$ cat src/rtl/time_display_scanner_pkg.sv
// Shared constants for the HH:MM:SS multiplexed display: segment patterns,
// slot indices and per-field legal limits.
package time_display_scanner_pkg;

  localparam int NUM_DIGITS = 6;

  // Segment patterns, bit order {g,f,e,d,c,b,a}, 1 = segment lit
  localparam logic [6:0] SEG_0    = 7'b0111111;
  localparam logic [6:0] SEG_1    = 7'b0000110;
  localparam logic [6:0] SEG_2    = 7'b1011011;
  localparam logic [6:0] SEG_3    = 7'b1001111;
  localparam logic [6:0] SEG_4    = 7'b1100110;
  localparam logic [6:0] SEG_5    = 7'b1101101;
  localparam logic [6:0] SEG_6    = 7'b1111101;
  localparam logic [6:0] SEG_7    = 7'b0000111;
  localparam logic [6:0] SEG_8    = 7'b1111111;
  localparam logic [6:0] SEG_9    = 7'b1101111;
  localparam logic [6:0] SEG_DASH = 7'b1000000;
  localparam logic [6:0] SEG_OFF  = 7'b0000000;

  // Digit slot order, least significant digit scanned first
  localparam logic [2:0] SLOT_SEC_ONES = 3'd0;
  localparam logic [2:0] SLOT_SEC_TENS = 3'd1;
  localparam logic [2:0] SLOT_MIN_ONES = 3'd2;
  localparam logic [2:0] SLOT_MIN_TENS = 3'd3;
  localparam logic [2:0] SLOT_HR_ONES  = 3'd4;
  localparam logic [2:0] SLOT_HR_TENS  = 3'd5;

  // Largest legal value of each time field
  localparam logic [5:0] LIMIT_SEC  = 6'd59;
  localparam logic [5:0] LIMIT_MIN  = 6'd59;
  localparam logic [5:0] LIMIT_HOUR = 6'd23;

  // BCD digit to active-high segment pattern; non-decimal codes go dark
  function automatic logic [6:0] seg_encode(input logic [3:0] d);
    logic [6:0] s;
    case (d)
      4'd0:    s = SEG_0;
      4'd1:    s = SEG_1;
      4'd2:    s = SEG_2;
      4'd3:    s = SEG_3;
      4'd4:    s = SEG_4;
      4'd5:    s = SEG_5;
      4'd6:    s = SEG_6;
      4'd7:    s = SEG_7;
      4'd8:    s = SEG_8;
      4'd9:    s = SEG_9;
      default: s = SEG_OFF;
    endcase
    return s;
  endfunction

endpackage

$ cat src/rtl/time_display_scanner_bin_to_bcd60.sv
// Combinational split of a 6-bit time field into two BCD digits, flagging
// values above the field's legal maximum.
module bin_to_bcd60 (
  input  logic [5:0] value,
  input  logic [5:0] limit,
  output logic [3:0] tens,
  output logic [3:0] ones,
  output logic       valid
);

  // Divide by ten; the largest 6-bit input (63) still yields a 1-digit quotient
  always_comb begin
    tens  = 4'(value / 6'd10);
    ones  = 4'(value % 6'd10);
    valid = (value <= limit);
  end

endmodule

$ cat src/rtl/time_display_scanner.sv
// Six-digit HH:MM:SS scanner. Snapshots the clock counters once per scan
// frame, converts them to BCD and time-multiplexes the 7-segment digits,
// blinking the colon points whenever the snapshot second changes.
module time_display_scanner
  import time_display_scanner_pkg::*;
#(
  parameter int SCAN_DIV   = 50000,
  parameter bit ACTIVE_LOW = 1'b1
) (
  input  logic                  clk,
  input  logic                  reset,
  input  logic [5:0]            second,
  input  logic [5:0]            min,
  input  logic [5:0]            hour,
  input  logic                  blank,
  output logic [6:0]            seg,
  output logic                  dp,
  output logic [NUM_DIGITS-1:0] an,
  output logic                  frame_done
);

  localparam int              PW         = (SCAN_DIV > 1) ? $clog2(SCAN_DIV) : 1;
  localparam logic [PW-1:0]   PRESC_LAST = PW'(SCAN_DIV - 1);

  logic [PW-1:0] presc;
  logic [2:0]    slot;
  logic          first_edge;
  logic [5:0]    snap_sec;
  logic [5:0]    snap_min;
  logic [5:0]    snap_hour;
  logic          colon;

  logic          slot_last;
  logic          frame_wrap;
  logic          snap_load;

  logic [3:0]    sec_tens, sec_ones, min_tens, min_ones, hr_tens, hr_ones;
  logic          sec_ok, min_ok, hr_ok;

  logic [6:0]            seg_next;
  logic                  dp_next;
  logic [NUM_DIGITS-1:0] an_next;

  logic [6:0]            seg_q;
  logic                  dp_q;
  logic [NUM_DIGITS-1:0] an_q;

  assign slot_last  = (presc == PRESC_LAST);
  assign frame_wrap = slot_last && (slot == SLOT_HR_TENS);
  assign snap_load  = frame_wrap || first_edge;

  // ---- Stage 0: scan timing (prescaler and slot index) ----
  // Each slot dwells exactly SCAN_DIV cycles; slot 5 wraps back to slot 0
  always_ff @(posedge clk or negedge reset) begin
    if (!reset) begin
      presc <= '0;
      slot  <= SLOT_SEC_ONES;
    end else if (slot_last) begin
      presc <= '0;
      slot  <= (slot == SLOT_HR_TENS) ? SLOT_SEC_ONES : slot + 3'd1;
    end else begin
      presc <= presc + PW'(1);
    end
  end

  // Frame snapshot, colon blink and frame pulse; also loads on the first edge after reset
  always_ff @(posedge clk or negedge reset) begin
    if (!reset) begin
      first_edge <= 1'b1;
      snap_sec   <= '0;
      snap_min   <= '0;
      snap_hour  <= '0;
      colon      <= 1'b0;
      frame_done <= 1'b0;
    end else begin
      first_edge <= 1'b0;
      frame_done <= frame_wrap;
      if (snap_load) begin
        snap_sec  <= second;
        snap_min  <= min;
        snap_hour <= hour;
        if (second != snap_sec)
          colon <= ~colon;
      end
    end
  end

  // ---- Stage 1: BCD conversion of the snapshot and digit selection ----
  bin_to_bcd60 u_sec (
    .value (snap_sec),
    .limit (LIMIT_SEC),
    .tens  (sec_tens),
    .ones  (sec_ones),
    .valid (sec_ok)
  );

  bin_to_bcd60 u_min (
    .value (snap_min),
    .limit (LIMIT_MIN),
    .tens  (min_tens),
    .ones  (min_ones),
    .valid (min_ok)
  );

  bin_to_bcd60 u_hour (
    .value (snap_hour),
    .limit (LIMIT_HOUR),
    .tens  (hr_tens),
    .ones  (hr_ones),
    .valid (hr_ok)
  );

  // Pick the current slot's digit; an out-of-range field shows dashes on both digits
  always_comb begin
    seg_next = SEG_OFF;
    case (slot)
      SLOT_SEC_ONES: seg_next = sec_ok ? seg_encode(sec_ones) : SEG_DASH;
      SLOT_SEC_TENS: seg_next = sec_ok ? seg_encode(sec_tens) : SEG_DASH;
      SLOT_MIN_ONES: seg_next = min_ok ? seg_encode(min_ones) : SEG_DASH;
      SLOT_MIN_TENS: seg_next = min_ok ? seg_encode(min_tens) : SEG_DASH;
      SLOT_HR_ONES:  seg_next = hr_ok  ? seg_encode(hr_ones)  : SEG_DASH;
      SLOT_HR_TENS:  seg_next = hr_ok  ? seg_encode(hr_tens)  : SEG_DASH;
      default:       seg_next = SEG_OFF;
    endcase
  end

  // Colon points sit on the minute and hour ones digits; the anode stays dark
  // for the first cycle of each slot so the previous digit cannot ghost
  always_comb begin
    dp_next = colon && ((slot == SLOT_MIN_ONES) || (slot == SLOT_HR_ONES));
    an_next = '0;
    if ((presc != '0) && !blank)
      an_next = NUM_DIGITS'(1) << slot;
  end

  // ---- Stage 2: registered pin drive ----
  // Outputs held active-high internally; polarity is applied only at the pins
  always_ff @(posedge clk or negedge reset) begin
    if (!reset) begin
      seg_q <= SEG_OFF;
      dp_q  <= 1'b0;
      an_q  <= '0;
    end else begin
      seg_q <= seg_next;
      dp_q  <= dp_next;
      an_q  <= an_next;
    end
  end

  assign seg = ACTIVE_LOW ? ~seg_q : seg_q;
  assign dp  = ACTIVE_LOW ? ~dp_q  : dp_q;
  assign an  = ACTIVE_LOW ? ~an_q  : an_q;

endmodule

$ cat config.mk
export PLATFORM = sky130hd
export DESIGN_NAME = time_display_scanner
export DESIGN_NICKNAME = d
export VERILOG_FILES = /design/src/rtl/time_display_scanner_pkg.sv /design/src/rtl/time_display_scanner_bin_to_bcd60.sv /design/src/rtl/time_display_scanner.sv
export SDC_FILE = /design/constraint.sdc
export NUM_CORES = 1
export LEC_CHECK = 0
export BUFFER_PORTS_ARGS = -buffer_cell sky130_fd_sc_hd__buf_2
export CAP_MARGIN = 20
export CORE_MARGIN = 2
export CORE_UTILIZATION = 54
export DETAILED_ROUTE_END_ITERATION = 16
export PLACE_DENSITY_LB_ADDON = 0.3
export SLEW_MARGIN = 5
export SYNTH_ARGS = -nofsm -noshare
export SYNTH_HDL_FRONTEND = slang
export SYNTH_SLANG_ARGS = --single-unit
export TNS_END_PERCENT = 5
$ cat constraint.sdc
create_clock -name clk -period 3.6 [get_ports clk]
set_clock_uncertainty 0.05 [all_clocks]
set_input_delay 0.36 -clock clk [delete_from_list [all_inputs] [get_ports clk]]
set_output_delay 0.36 -clock clk [all_outputs]
set_load 0.01 [all_outputs]
## Word-level counts from Yosys, hierarchy flattened

Memories as Yosys holds them, arrays and structs flattened.
Index checks and enable logic that the tools add are counted.

- Add/subtract/negate cells: 2
- Div/mod/pow operators: 6
- Magnitude comparators: 3
- Eq/ne operators: 7
- Shift-type cells: 1
- Mux-type cells: 10
- Bitwise logic cells: 4
- Reductions and logical operators: 9

Operators with widths:

| kind | number |
|---|---|
| $mux W7 | 6 |
| $pmux W7 S6 | 1 |
| $div A6 B4 Y6 const B | 3 |
| $mod A6 B4 Y6 const B | 3 |
| $add A16 B1 Y16 const B | 1 |
| $eq A16 B16 Y1 const B | 1 |
| $mux W16 | 1 |
| $reduce_bool A16 Y1 | 1 |
| $le A6 B6 Y1 const B | 2 |
| $not A7 Y7 | 1 |
| $eq A3 B2 Y1 const B | 2 |
| $eq A3 B3 Y1 const B | 2 |
| $le A6 B5 Y1 const B | 1 |
| $mux W6 | 1 |
| $ne A6 B6 Y1 | 1 |
| $not A6 Y6 | 1 |
| $shl A1 B3 Y6 const A | 1 |
| $add A3 B1 Y3 const B | 1 |
| $eq A3 B1 Y1 const B | 1 |
| $logic_and A1 B1 Y1 | 3 |
| $logic_not A3 Y1 | 1 |
| $mux W3 | 1 |
| $logic_or A1 B1 Y1 | 2 |
| $not A1 Y1 | 2 |
| 2 further kinds | 2 |

- Register bits after elaboration: 54
- Memory bits (read-only): 672
- Output and inout port bits: 15
- Logic and storage cells: 59
- Memories kept: 6

Memories:

| name | words | width | read ports | clocked after Yosys merged registers in | wr ports | line | text |
|---|---|---|---|---|---|---|---|
| (no name shown) | 16 | 7 | 1 | 0 | 0 | time_display_scanner_pkg.sv:37 | `case (d)` |
| (no name shown) | 16 | 7 | 1 | 0 | 0 | time_display_scanner_pkg.sv:37 |  |
| (no name shown) | 16 | 7 | 1 | 0 | 0 | time_display_scanner_pkg.sv:37 |  |
| (no name shown) | 16 | 7 | 1 | 0 | 0 | time_display_scanner_pkg.sv:37 |  |
| (no name shown) | 16 | 7 | 1 | 0 | 0 | time_display_scanner_pkg.sv:37 |  |
| (no name shown) | 16 | 7 | 1 | 0 | 0 | time_display_scanner_pkg.sv:37 |  |

## Depth between registers and ports, before layout

- Depth after elaboration: 4
- Mapped depth: 16
- Mapped depth without buffers: 15

## By module

A second synthesis with hierarchy kept.

- Cells, all modules: 585
- Area total of the unflattened synthesis: 4912.2 sq um

Modules (own cells, without submodules):

| module | instances | cells an instance | area an instance (sq um) | sequential area each (sq um) |
|---|---|---|---|---|
| time_display_scanner | 1 | 386 | 3587.2 | 1352.5 |
| bin_to_bcd60 (u_hour ...) | 2 | 68 | 430.4 | 0.0 |
| bin_to_bcd60 (u_sec) | 1 | 63 | 464.2 | 0.0 |

## Least setup slack after synthesis

OpenSTA, ideal clock, no wires.

- Path type: flip-flop to flip-flop
- From: reg snap_hour[3]
- To: reg seg_q[2]
- Setup time: 139 ps
- Arrival: 3152 ps
- Required time: 3411 ps
- Path slack: 259 ps
- Stages on the path, launching flop included: 13
- Path buffers: 2
- Path through: dfrtp_1 -> clkbuf_2 -> inv_2 -> ha_1 -> a32o_1 -> a221o_2 -> inv_1 -> ha_1 -> clkbuf_1 -> nor3_1 -> a211oi_1 -> nor4b_1 -> or4_1

- Cells in the longest elaborated chain, start to end: 4
- Elaborated cells on any way between the ends: 8

Ends and longest elaborated chain:

| item | line | text |
|---|---|---|
| start, declared | time_display_scanner.sv:30 | `logic [5:0] snap_hour;` |
| start signal, assigned | time_display_scanner.sv:81 | `snap_hour <= hour;` |
| $div A6 B4 Y6 / $mod A6 B4 Y6 (equally long branches) | time_display_scanner_bin_to_bcd60.sv:13, time_display_scanner_bin_to_bcd60.sv:14 |  |
| $mem_v2 Z16 W7 | -- |  |
| $mux W7 (on tied branches) | time_display_scanner.sv:122, time_display_scanner.sv:121 |  |
| $pmux W7 S6 * | time_display_scanner.sv:116 | `case (slot)` |
| via seg_next[2] | time_display_scanner.sv:40 | `logic [6:0] seg_next;` |
| end signal, assigned | time_display_scanner.sv:144 | `seg_q <= seg_next;` |
| end, declared | time_display_scanner.sv:44 | `logic [6:0] seg_q;` |

The timed path passes the listed nets; every way through them passes the cells marked *.
A chain may end at the register's enable or synchronous reset.

## Worst setup path after layout

Same ends and word-level chain as after synthesis.

==> results.py <==
metrics = {
    "status": {
        "outcome": "finished, final reports clean",
    },
    "die": {
        "io_pins": 36,
        "floorplan.core_area_mm2": 0.00813,
        "design.die.area_mm2": 0.00905,
        "fp.dieW_um": 95.2,
        "fp.dieH_um": 95.2,
        "row_count": 33,
        "initial_utilization_pct": 55.2,
    },
    "setup_path": {
        "cp_class": "register to register",
        "critical_path_peak_fanout": 9,
        "worst_path_max_delay_cell": "sky130_fd_sc_hd__or4_1",
        "critPathArrivalTime_ps": 3510,
        "rr_startpoint": "snap_hour[3]",
        "timing.reg2reg.setup_slack_ps": 240,
        "critPathRequiredTime_ps": 3750,
        "worstPathCellList": "inv_2 -> ha_1 -> nor2b_1 -> a32o_1 -> a221o_2 -> inv_1 -> ha_1 -> nor3_1 -> a211oi_1 -> nor4b_1 -> or4_1",
        "cp-startpoint": "snap_hour[3]",
        "timing.critical_path.from_type": "register",
        "critical_path.most_common_cell": "sky130_fd_sc_hd__ha_1",
        "critical_path_s_largest_stage_delay_ps": 540,
        "setup.worst_path.end": "seg_q[2]",
        "reg2reg_depth": 11,
        "worst_r2r_endpoint": "seg_q[2]",
        "setup.worst_path.end_class": "register",
    },
    "route": {
        "drt_pre_antenna_iters": 5,
        "ant_nets": 0,
        "detailroute.via_count": 3965,
        "drt_first_iter_violations": 228,
        "via_per_inst": 5.90,
        "route.final.wire_length_um": 10200,
        "drcViolationCount": 0,
        "routed_wire_length_per_instance_um": 15.2,
    },
    "power": {
        "peak_vdd_ir_mv": 0.192,
        "power.static_leakage_nw": 2.21,
        "power_per_cell_area_mw_per_mm2": 390,
        "clockPowerShare_pct": 19.9,
        "internal-power_mw": 1.15,
        "power.combinational.fraction_pct": 42.4,
        "net-switching-power_uw": 769,
        "net_switching_share_of_the_total_power_pct": 40.1,
        "power_mw": 1.92,
        "p_seq_share_pct": 37.7,
    },
    "grt": {
        "grt_util_all_layers_pct": 23.1,
        "first_global_vias": 3661,
        "grt_overflow_total": 0,
        "grt_antenna_before_repair": 0,
        "global_route_wire_length_before_repair_um": 16700,
        "grt_max_degree": 35,
    },
    "synth": {
        "synth_top_area_share_pct": 29.6,
        "synth_common_cells": "sky130_fd_sc_hd__dfrtp_1 (53), sky130_fd_sc_hd__inv_1 (44), sky130_fd_sc_hd__nand2_1 (40), sky130_fd_sc_hd__nor2_1 (40)",
        "cell_accounting_for_the_most_synthesized_area": "sky130_fd_sc_hd__dfrtp_1",
        "yosys_warnings": 0,
        "yosysMostFrequentCell": "sky130_fd_sc_hd__dfrtp_1",
        "average_cell_area_after_synthesis_um2": 8.39,
        "synth_area_leaders": "sky130_fd_sc_hd__dfrtp_1 (30%), sky130_fd_sc_hd__ha_1 (9.8%), sky130_fd_sc_hd__a21oi_1 (3.9%), sky130_fd_sc_hd__inv_1 (3.7%), sky130_fd_sc_hd__nand2_1 (3.3%)",
        "synthesis.nets": 591,
        "asyncSetResetFlopFracSynth_pct": 100,
        "synth_ff_type": "sky130_fd_sc_hd__dfrtp_1",
        "proportion_of_synthesized_chip_area_in_sequential_cells_pct": 30.1,
        "synth_enable_flop_cells": 0,
        "post_synth_inst_count": 535,
        "syn-cell-area_mm2": 0.00449,
        "netlist-cell-type-count": 73,
        "flip_flop_and_latch_count_after_synthesis": 54,
    },
    "sta": {
        "final_min_period_over_clock_period_pct": 93.3,
        "max-slew-margin-rel_pct": 46.3,
        "postLayoutSetupSlackWorst_ps": 242,
        "report.final.slew_viol_count": 0,
        "finalHoldViolations": 0,
        "worst_pin_slew_ps": 806,
        "final.setup.tns_ps": 0,
        "final-setup-viol-count": 0,
        "min_period_ps": 3360,
        "max_freq_ghz": 0.298,
    },
    "clocking": {
        "cts.root.buffer_cell": "sky130_fd_sc_hd__clkbuf_8",
        "buffers_from_clock_root_to_sink_at_most": 2,
        "clock_tree_from_tritoncts": "done",
        "tritoncts_num_sinks": 54,
        "worst_setup_hold_path_clk_slew_ps": 120,
        "post_cts.repair.setup_buffers": 0,
        "clkLatencyLatePin_ps": 320,
        "numCtsBuffers": 5,
        "number_of_gates_given_a_new_drive_strength_after_cts": 0,
        "post_cts_hold_buffer_count": 0,
        "cts_htree_levels": 2,
    },
    "finish": {
        "layout-drive-gt1-share_pct": 15.9,
        "design.final.nets": 622,
        "syn_to_final_growth_pct": 9.51,
        "antenna_cells": 0,
    },
    "worst_hold_path": {
        "holdCritPathClass": "input pin to async pin",
    },
    "placement": {
        "place_congestion": 0.953,
        "hpwl_um": 7820,
        "numPortBuffers": 35,
        "place_worst_setup_slack_ps": 143,
    },
    "job": {
        "maxCapViolCount": 0,
    },
}
==> area by class of cell <==
class / count / area, um2
clock buffers: 5 / 68.8
clock inverters: 3 / 28.8
fillers: 727 / 3220
inverters: 45 / 169
multi-input cells: 409 / 2860
flip-flops and latches: 54 / 1360
well taps: 105 / 131
repair buffers: 51 / 303
==> layout by cell type (no fill, tap or decap), drive strengths merged, types with 3 or more instances in the layout <==
cell,count
a22oi,5
a21boi,3
nor2b,13
o22ai,5
o21bai,5
nor3,15
nor2,40
and2,3
nand2b,11
a21o,3
o211ai,4
mux2i,5
a21oi,35
inv,46
nand4,6
a31oi,4
nand3,19
and3,6
a211oi,9
xnor2,13
xor2,14
nand2,40
dfrtp,53
mux2,21
ha,35
o211a,3
or3,3
buf,51
nor3b,3
or4,6
a31o,3
clkbuf,5
nor4b,4
nor4,10
o21ai,32
==> critical path, delay by kind of cell (launching register included) <==
family / cells / cell delay [ps]
AO/OA/AOI/OAI: 3 / 1150
buffers and inverters: 2 / 160
adder cells (fa/ha/maj): 2 / 570
flip-flops: 1 / 400
AND/OR/NAND/NOR: 4 / 910
==> worst min path at each step <==
stage	from	endpoint	slack (ps)	cells past startpoint
final	reset	snap_hour[1]	60	1
after detailed placement	colon	colon	410	1
after global routing	reset	snap_hour[1]	120	1
after CTS	reset	snap_hour[1]	90	1
after global placement	colon	colon	410	1
after floorplan	reset	an_q[0]	10	0
==> logic make-up (layout without fill, tap and decap cells) <==
logic type / count (synthesis) / after routing / synth area share (%)
AND/OR/NAND/NOR: 188 / 188 / 22.1
AO/OA/AOI/OAI: 132 / 132 / 19.8
buffers and inverters: 72 / 104 / 6.47
flip-flops: 54 / 54 / 30.1
adder cells (fa/ha/maj): 35 / 35 / 9.76
XOR/XNOR: 27 / 27 / 5.27
multiplexers: 26 / 26 / 6.39
other: 1 / 1 / 0.0836
==> through the flow <==
| stage | util, % | cells | hold WS, ps | cell area [um2] |
|---|---|---|---|---|
| floorplan | - | 535 | 14.4 | 4490 |
| global placement | 58.9 | 663 | 410 | 4790 |
| detailed placement | 58.9 | 663 | 410 | 4790 |
| CTS | 60.1 | 671 | 91.3 | 4880 |
| global route | 60.4 | 672 | 118 | 4910 |
| finish | 60.4 | 672 | 58.1 | 4910 |
==> per-layer routing <==
metal | share of wire, % | routed length, um | vias up | global-route usage [%]
li1 | - | - | 1965 | -
met1 | 45 | 4610 | 1874 | 30.3
met2 | 49 | 5030 | 110 | 39.7
met3 | 4.3 | 437 | 16 | 3.40
met4 | 1.7 | 171 | 0 | 5.92
met5 | 0 | 0 | - | 0
==> power by group through the flow <==
| stage | combinational, mW | sequential (mW) | clock (mW) |
|---|---|---|---|
| CTS | 0.805 | 0.722 | 0.392 |
| detailed placement | 0.799 | 0.735 | 0 |
| global route | 0.905 | 0.734 | 0.409 |
| finish | 0.814 | 0.723 | 0.381 |
| floorplan | 0.613 | 0.699 | 0 |
| global placement | 0.782 | 0.732 | 0 |
==> sequential cells by signal (all words and copies together) (netlist names) <==
signal / flops
dp_q: 1
seg_q: 7
snap_hour: 6
presc: 16
frame_done: 1
first_edge: 1
slot: 3
snap_sec: 6
snap_min: 6
colon: 1
an_q: 6
Power figures use the tool's default switching activity.
